### src/rtl/uart_mat_mul_pkg.sv
// Shared types and constants for the UART 2x2 matrix-multiply accelerator.
// Holds the protocol FSM states, the frame byte values and the 8-bit dot-product helper.
package uart_mat_mul_pkg;

    typedef enum logic [2:0] {
        ST_IDLE,
        ST_SEL,
        ST_JOB,
        ST_DATA,
        ST_CALC,
        ST_TX
    } state_t;

    typedef enum logic [1:0] {
        RX_IDLE,
        RX_START,
        RX_DATA,
        RX_STOP
    } rx_state_t;

    localparam logic [7:0] SYNC     = 8'hFF;
    localparam logic [7:0] SEL_A    = 8'h00;
    localparam logic [7:0] SEL_B    = 8'h01;
    localparam int         RESP_LEN = 6;

    // Two-term dot product; the 8-bit result width makes the arithmetic wrap modulo 256.
    function automatic logic [7:0] dot2(input logic [7:0] x0, input logic [7:0] x1,
                                        input logic [7:0] y0, input logic [7:0] y1);
        return x0 * y0 + x1 * y1;
    endfunction

endpackage

### src/rtl/uart_core.sv
// UART 8N1 receiver and transmitter sharing one bit period of CLKS_PER_BIT clocks.
// The transmitter accepts the next byte during the final stop-bit cycle, so bytes go out back to back.
module uart_core
    import uart_mat_mul_pkg::*;
#(
    parameter int CLKS_PER_BIT = 104
) (
    input  logic       clk,
    input  logic       rst,
    input  logic       rx,
    output logic       tx,
    output logic [7:0] rx_byte,
    output logic       rx_valid,
    input  logic [7:0] tx_byte,
    input  logic       tx_start,
    output logic       tx_busy
);

    localparam int            CW   = $clog2(CLKS_PER_BIT);
    localparam logic [CW-1:0] HALF = CW'(CLKS_PER_BIT / 2 - 1);
    localparam logic [CW-1:0] LAST = CW'(CLKS_PER_BIT - 1);

    logic          rx_meta, rx_s, rx_d;
    rx_state_t     rx_state, rx_next;
    logic [CW-1:0] rx_cnt;
    logic [2:0]    rx_bit;
    logic [7:0]    rx_shift;
    logic          rx_tick;

    assign rx_tick = (rx_state == RX_START) ? (rx_cnt == HALF) : (rx_cnt == LAST);

    always_ff @(posedge clk) begin
        if (rst) rx_state <= RX_IDLE;
        else     rx_state <= rx_next;
    end

    // NOTE: always_comb assigns every output a default first so no path can infer a latch.
    always_comb begin
        rx_next = rx_state;
        case (rx_state)
            RX_IDLE:  if (!rx_s && rx_d)            rx_next = RX_START;
            RX_START: if (rx_tick)                  rx_next = rx_s ? RX_IDLE : RX_DATA;
            RX_DATA:  if (rx_tick && rx_bit == 3'd7) rx_next = RX_STOP;
            RX_STOP:  if (rx_tick)                  rx_next = RX_IDLE;
            default:                                rx_next = RX_IDLE;
        endcase
    end

    // NOTE: sequential state uses non-blocking assignments so every flop samples pre-edge values.
    always_ff @(posedge clk) begin
        if (rst) begin
            rx_meta  <= 1'b1;
            rx_s     <= 1'b1;
            rx_d     <= 1'b1;
            rx_cnt   <= '0;
            rx_bit   <= '0;
            rx_shift <= '0;
            rx_byte  <= '0;
            rx_valid <= 1'b0;
        end else begin
            rx_meta  <= rx;
            rx_s     <= rx_meta;
            rx_d     <= rx_s;
            rx_valid <= 1'b0;
            rx_cnt   <= (rx_state == RX_IDLE || rx_tick) ? '0 : rx_cnt + 1'b1;
            if (rx_tick) begin
                case (rx_state)
                    RX_START: rx_bit <= '0;
                    RX_DATA: begin
                        rx_shift <= {rx_s, rx_shift[7:1]};
                        rx_bit   <= rx_bit + 1'b1;
                    end
                    RX_STOP: if (rx_s) begin
                        rx_byte  <= rx_shift;
                        rx_valid <= 1'b1;
                    end
                    default: ;
                endcase
            end
        end
    end

    logic [9:0]    tx_shift;
    logic          tx_active;
    logic [CW-1:0] tx_cnt;
    logic [3:0]    tx_bit;
    logic          tx_last;

    assign tx_last = tx_active && tx_bit == 4'd9 && tx_cnt == LAST;
    assign tx_busy = tx_active && !tx_last;
    assign tx      = tx_shift[0];

    // The shifter refills with ones, so its LSB is the idle-high line straight from a flop.
    always_ff @(posedge clk) begin
        if (rst) begin
            tx_shift  <= '1;
            tx_active <= 1'b0;
            tx_cnt    <= '0;
            tx_bit    <= '0;
        end else if (tx_start && !tx_busy) begin
            tx_shift  <= {1'b1, tx_byte, 1'b0};
            tx_active <= 1'b1;
            tx_cnt    <= '0;
            tx_bit    <= '0;
        end else if (tx_active) begin
            if (tx_cnt == LAST) begin
                tx_cnt   <= '0;
                tx_shift <= {1'b1, tx_shift[9:1]};
                tx_bit   <= tx_bit + 1'b1;
                if (tx_bit == 4'd9) tx_active <= 1'b0;
            end else begin
                tx_cnt <= tx_cnt + 1'b1;
            end
        end
    end

endmodule

### src/rtl/uart_mat_mul.sv
// Serial 2x2 matrix multiplier: receives A and B frames over UART, returns C = A*B mod 256.
// Protocol FSM, matrix storage and the multiply-accumulate live here; bit timing is in uart_core.
module uart_mat_mul
    import uart_mat_mul_pkg::*;
#(
    parameter int CLKS_PER_BIT = 104,
    parameter int TIMEOUT_CLKS = 16 * CLKS_PER_BIT * 10
) (
    input  logic       clk,
    input  logic       rst,
    input  logic       rx,
    output logic       tx,
    output logic [7:0] c11,
    output logic [7:0] c12,
    output logic [7:0] c21,
    output logic [7:0] c22,
    output logic       done,
    output logic       led
);

    localparam int TW = $clog2(TIMEOUT_CLKS + 1);

    state_t        state, state_next;
    logic [7:0]    rx_byte, tx_byte;
    logic          rx_valid, tx_start, tx_busy;
    logic          cur_b, a_valid, job_ok, timeout, in_frame;
    logic [7:0]    job_id;
    logic [7:0]    a_m [4];
    logic [7:0]    b_m [4];
    logic [1:0]    idx;
    logic [2:0]    tx_idx;
    logic [TW-1:0] tout_cnt;

    uart_core #(.CLKS_PER_BIT(CLKS_PER_BIT)) u_core (
        .clk      (clk),
        .rst      (rst),
        .rx       (rx),
        .tx       (tx),
        .rx_byte  (rx_byte),
        .rx_valid (rx_valid),
        .tx_byte  (tx_byte),
        .tx_start (tx_start),
        .tx_busy  (tx_busy)
    );

    assign in_frame = state inside {ST_SEL, ST_JOB, ST_DATA};
    assign timeout  = in_frame && !rx_valid && tout_cnt == TW'(TIMEOUT_CLKS - 1);
    assign job_ok   = a_valid && rx_byte == job_id;
    assign tx_start = state == ST_TX && !tx_busy && tx_idx < 3'(RESP_LEN);

    always_ff @(posedge clk) begin
        if (rst) state <= ST_IDLE;
        else     state <= state_next;
    end

    always_comb begin
        state_next = state;
        case (state)
            ST_IDLE: if (rx_valid && rx_byte == SYNC) state_next = ST_SEL;
            ST_SEL: if (rx_valid) begin
                if (rx_byte == SEL_A || rx_byte == SEL_B) state_next = ST_JOB;
                else if (rx_byte != SYNC)                 state_next = ST_IDLE;
            end
            ST_JOB:  if (rx_valid) state_next = (!cur_b || job_ok) ? ST_DATA : ST_IDLE;
            ST_DATA: if (rx_valid && idx == 2'd3) state_next = cur_b ? ST_CALC : ST_IDLE;
            ST_CALC: state_next = ST_TX;
            ST_TX:   if (tx_idx == 3'(RESP_LEN) && !tx_busy) state_next = ST_IDLE;
            default: state_next = ST_IDLE;
        endcase
        if (timeout) state_next = ST_IDLE;
    end

    always_comb begin
        case (tx_idx)
            3'd0:    tx_byte = SYNC;
            3'd1:    tx_byte = job_id;
            3'd2:    tx_byte = c11;
            3'd3:    tx_byte = c12;
            3'd4:    tx_byte = c21;
            default: tx_byte = c22;
        endcase
    end

    // NOTE: matrix storage has no reset; a_valid and the DATA state guarantee it is written before use.
    always_ff @(posedge clk) begin
        if (state == ST_DATA && rx_valid) begin
            if (cur_b) b_m[idx] <= rx_byte;
            else       a_m[idx] <= rx_byte;
        end
    end

    always_ff @(posedge clk) begin
        if (rst) begin
            cur_b    <= 1'b0;
            a_valid  <= 1'b0;
            job_id   <= '0;
            idx      <= '0;
            tx_idx   <= '0;
            tout_cnt <= '0;
            c11      <= '0;
            c12      <= '0;
            c21      <= '0;
            c22      <= '0;
            done     <= 1'b0;
            led      <= 1'b0;
        end else begin
            done     <= 1'b0;
            tout_cnt <= (!in_frame || rx_valid) ? '0 : tout_cnt + 1'b1;
            case (state)
                ST_SEL: if (rx_valid) begin
                    if (rx_byte == SEL_A) begin
                        cur_b   <= 1'b0;
                        a_valid <= 1'b0;
                    end else if (rx_byte == SEL_B) begin
                        cur_b <= 1'b1;
                    end
                end
                ST_JOB: if (rx_valid) begin
                    idx <= '0;
                    if (!cur_b) job_id <= rx_byte;
                end
                ST_DATA: if (rx_valid) begin
                    idx <= idx + 1'b1;
                    if (idx == 2'd3 && !cur_b) a_valid <= 1'b1;
                end
                ST_CALC: begin
                    c11    <= dot2(a_m[0], a_m[1], b_m[0], b_m[2]);
                    c12    <= dot2(a_m[0], a_m[1], b_m[1], b_m[3]);
                    c21    <= dot2(a_m[2], a_m[3], b_m[0], b_m[2]);
                    c22    <= dot2(a_m[2], a_m[3], b_m[1], b_m[3]);
                    tx_idx <= '0;
                end
                ST_TX: begin
                    if (tx_start) tx_idx <= tx_idx + 1'b1;
                    if (state_next == ST_IDLE) begin
                        done <= 1'b1;
                        led  <= ~led;
                    end
                end
                default: ;
            endcase
        end
    end

endmodule

### config.mk
export PLATFORM = sky130hd
export DESIGN_NAME = uart_mat_mul
export DESIGN_NICKNAME = d
export VERILOG_FILES = /design/src/rtl/uart_mat_mul_pkg.sv /design/src/rtl/uart_core.sv /design/src/rtl/uart_mat_mul.sv
export SDC_FILE = /design/constraint.sdc
export NUM_CORES = 1
export LEC_CHECK = 0
export ABC_AREA = 0
export ABC_CLOCK_PERIOD_IN_PS = 6400
export CORE_UTILIZATION = 36
export CTS_CLUSTER_SIZE = 24
export DETAILED_ROUTE_END_ITERATION = 16
export DONT_BUFFER_PORTS = 1
export HOLD_SLACK_MARGIN = 0.12
export SYNTH_ARGS = -nofsm -noshare
export SYNTH_HDL_FRONTEND = slang
export SYNTH_SLANG_ARGS = --single-unit
### constraint.sdc
create_clock -name clk -period 6.4 [get_ports clk]
set_input_delay 1.6 -clock clk [delete_from_list [all_inputs] [get_ports clk]]
set_output_delay 1.6 -clock clk [all_outputs]
set_load 0.005 [all_outputs]
==> qor.yml <==
cp_common_cell: "inv_1"
avgRoutedWirePerCell_um: 18.1
finalInstanceArea_um2: 16200
vias_per_cell: 5.02
maxCapViolCount: 0
seq_area_frac_synth_pct: 28.5
timing.critical_path.slowest_cell_delay_ns: 0.73
clock_latency_ns: 0.44
synth_cells: 1612
rsz0062_at_grt: "no"
fmax_ghz: 0.176
gr-usage-met2_pct: 30.3
cts_hold_buffers: 0
start_util_pct: 36.8
post_cts_buffers: 0
cp_max_fo: 14
outcome: "complete, no violations"
drive_gt1_share_pct: 4.10
grt_max_degree: 93
setup-tns-final_ns: 0
async_reset_ff_share_pct: 0
worstMarginPinSlew_ns: 0.820
worst_slack_ns: 0.728
final_cell_mix: "nand2_1, inv_1, ha_1"
crit_type: "reg -> reg"
postRouteAntennaNets: 0
die-area_um2: 42900
dpl-instance-area_um2: 15600
reg2reg_slack_ns: 0.73
ys.flop_type: "dfxtp_1"
finalWorstPathRequiredPeriod_ns: 5.67
grt_use_met3_pct: 3.12
multiInputGateArea_um2: 9800
post_cts_resized: 0
utilization_pct: 39.4
vias: 10635
grtUsageTotal_pct: 18.3
syn-num-nets: 1899
critPathLaunchType: "register"
cp-end-kind: "register"
antenna_found_initial: 0
clock_skew_ns: 0.0172
gp_congestion: 0.906
dp_cells: 2086
core_um2: 41200
grt_pass1_wl_um: 61100
power_leakage_nw: 6.96
synth-seq-cells: 184
grt_pass1_vias: 10851
crit_arrival_ns: 6.02
final_common_cell: "nand2_1"
final-hold-violation-count: 0
syn_to_final_growth_pct: 7.02
ios: 38
drcViolationCount: 0
portBuffers: 0
firstDrtPassIters: 5
cts_made_buffers: 17
maxSlewViolCount: 0
synth.cell_area_um2: 15200
synth-edff-count: 64
drt_iter0_markers: 664
fp.dieH_um: 207
final_nets: 1860
critical-path-top-delay-family: "adder cells"
fill_cells: 4045
crit_slowest_cell: "edfxtp_1"
peakVddDrop_v: 0.000222
avgSynthCellArea_um2: 9.41
crit_chain: "nand2_1 -> fa_1 -> inv_1 -> ha_1 -> inv_1 -> fa_1 -> inv_1 -> fa_1 -> fa_1 -> inv_1 -> fa_1 -> inv_1 -> ha_1 -> inv_1 -> o21bai_1 -> a21oi_1 -> xnor3_1 -> o31ai_1"
fin_cells: 2119
postRouteWirelength_um: 38400
hold_path_class: "reg -> reg"
finalCritPeriodShare_pct: 88.6
rows: 74
h-tree-depth: 4
cts_tree: "done"
preCtsSetupSlack_ns: 0.833
grt_use_met1_pct: 24.7
cp.required_ns: 6.75
relSlewSlack_pct: 44.9
path_clk_slew_ns: 0.08
setup_violations: 0
clockBufferDepth: 2
cts_root_buf: "clkbuf_16"
cts.sinks: 184
register_area_um2: 4320
yosys_warnings: 0
die_x_um: 207
grt-ovfl-total: 0
dp_hpwl_um: 29000
path_buf_inv: 6
synth.distinct_cells: 54
grt_most_used_layer: "met2"
power_density_nw_per_um2: 143
[flip-flops by register name, indices dropped and copies added, names as in the netlist, 2 cells and up, named ones only]
register         count
c21                  8
c12                  8
a_m                 32
idx                  2
b_m                 32
u_core.rx_shift      8
tx_idx               3
u_core.tx_shift      9
u_core.tx_bit        4
u_core.rx_byte       8
tout_cnt            15
c11                  8
job_id               8
c22                  8
u_core.tx_cnt        7
u_core.rx_cnt        7
state                3
u_core.rx_bit        3
[logic make-up (layout without fill, tap and decap cells)]
group / after synthesis / in the layout / synth area share, %
AO/OA/AOI/OAI: 130 / 130 / 5.32
other: 0 / 1 / 0
multiplexers: 20 / 20 / 1.33
XOR/XNOR: 151 / 151 / 10.2
AND/OR/NAND/NOR: 577 / 577 / 18.2
flip-flops: 184 / 184 / 28.5
buffers and inverters: 266 / 240 / 6.89
adder cells (fa/ha/maj): 284 / 284 / 29.6
[cells in the mapped netlist (all sizes together), types with 14 or more instances]
cell,n,area [um^2]
a211oi,14,110
xnor3,16,360
fa,124,2480
a21oi,59,295
edfxtp,64,1920
dfxtp,120,2400
inv,195,732
nand2,250,938
and2,153,965
nand3,22,110
ha,160,2000
nor2,87,327
clkbuf,62,263
mux2i,19,190
xor2,38,333
xnor2,97,850
[area by class of cell]
| type | instances | share of cell area (%) |
|---|---|---|
| timing repair buffer | 12 | 0.555 |
| multi-input combinational | 1162 | 60.4 |
| clock inverter | 15 | 1.16 |
| clock buffer | 17 | 2.62 |
| inverter | 196 | 4.53 |
| antenna | 1 | 0.0154 |
| sequential | 184 | 26.6 |
| tap | 532 | 4.10 |
[power by group]
group / internal (mW) / switching [mW]
clock: 0.567 / 0.522
sequential: 1.20 / 0.00301
combinational: 0.00855 / 0.0121
[metrics by stage]
step | total power, mW | hold WS [ns]
CTS | 2.33 | 0.422
global placement | 1.25 | 0.404
detailed placement | 1.25 | 0.405
finish | 2.31 | 0.421
floorplan | 1.26 | 0.389
global route | 2.37 | 0.440
[routing by layer]
metal / share of wire [%] / routed length [um] / vias to the layer above
met3: 6.5 / 2510 / 37
met2: 47 / 18000 / 315
met1: 45 / 17200 / 5228
met5: 0 / 0 / -
li1: - / - / 5055
met4: 1.8 / 677 / 0
[worst paths after layout]
check | startpoint | end | cells after the start
setup reg to reg | b_m[0][1] | c11[7] | 18
hold / removal | u_core.rx_meta | u_core.rx_s | 1
setup / recovery | b_m[0][1] | c11[7] | 18
hold reg to reg | u_core.rx_meta | u_core.rx_s | 1
No activity file was read; power rests on OpenSTA's default activity.
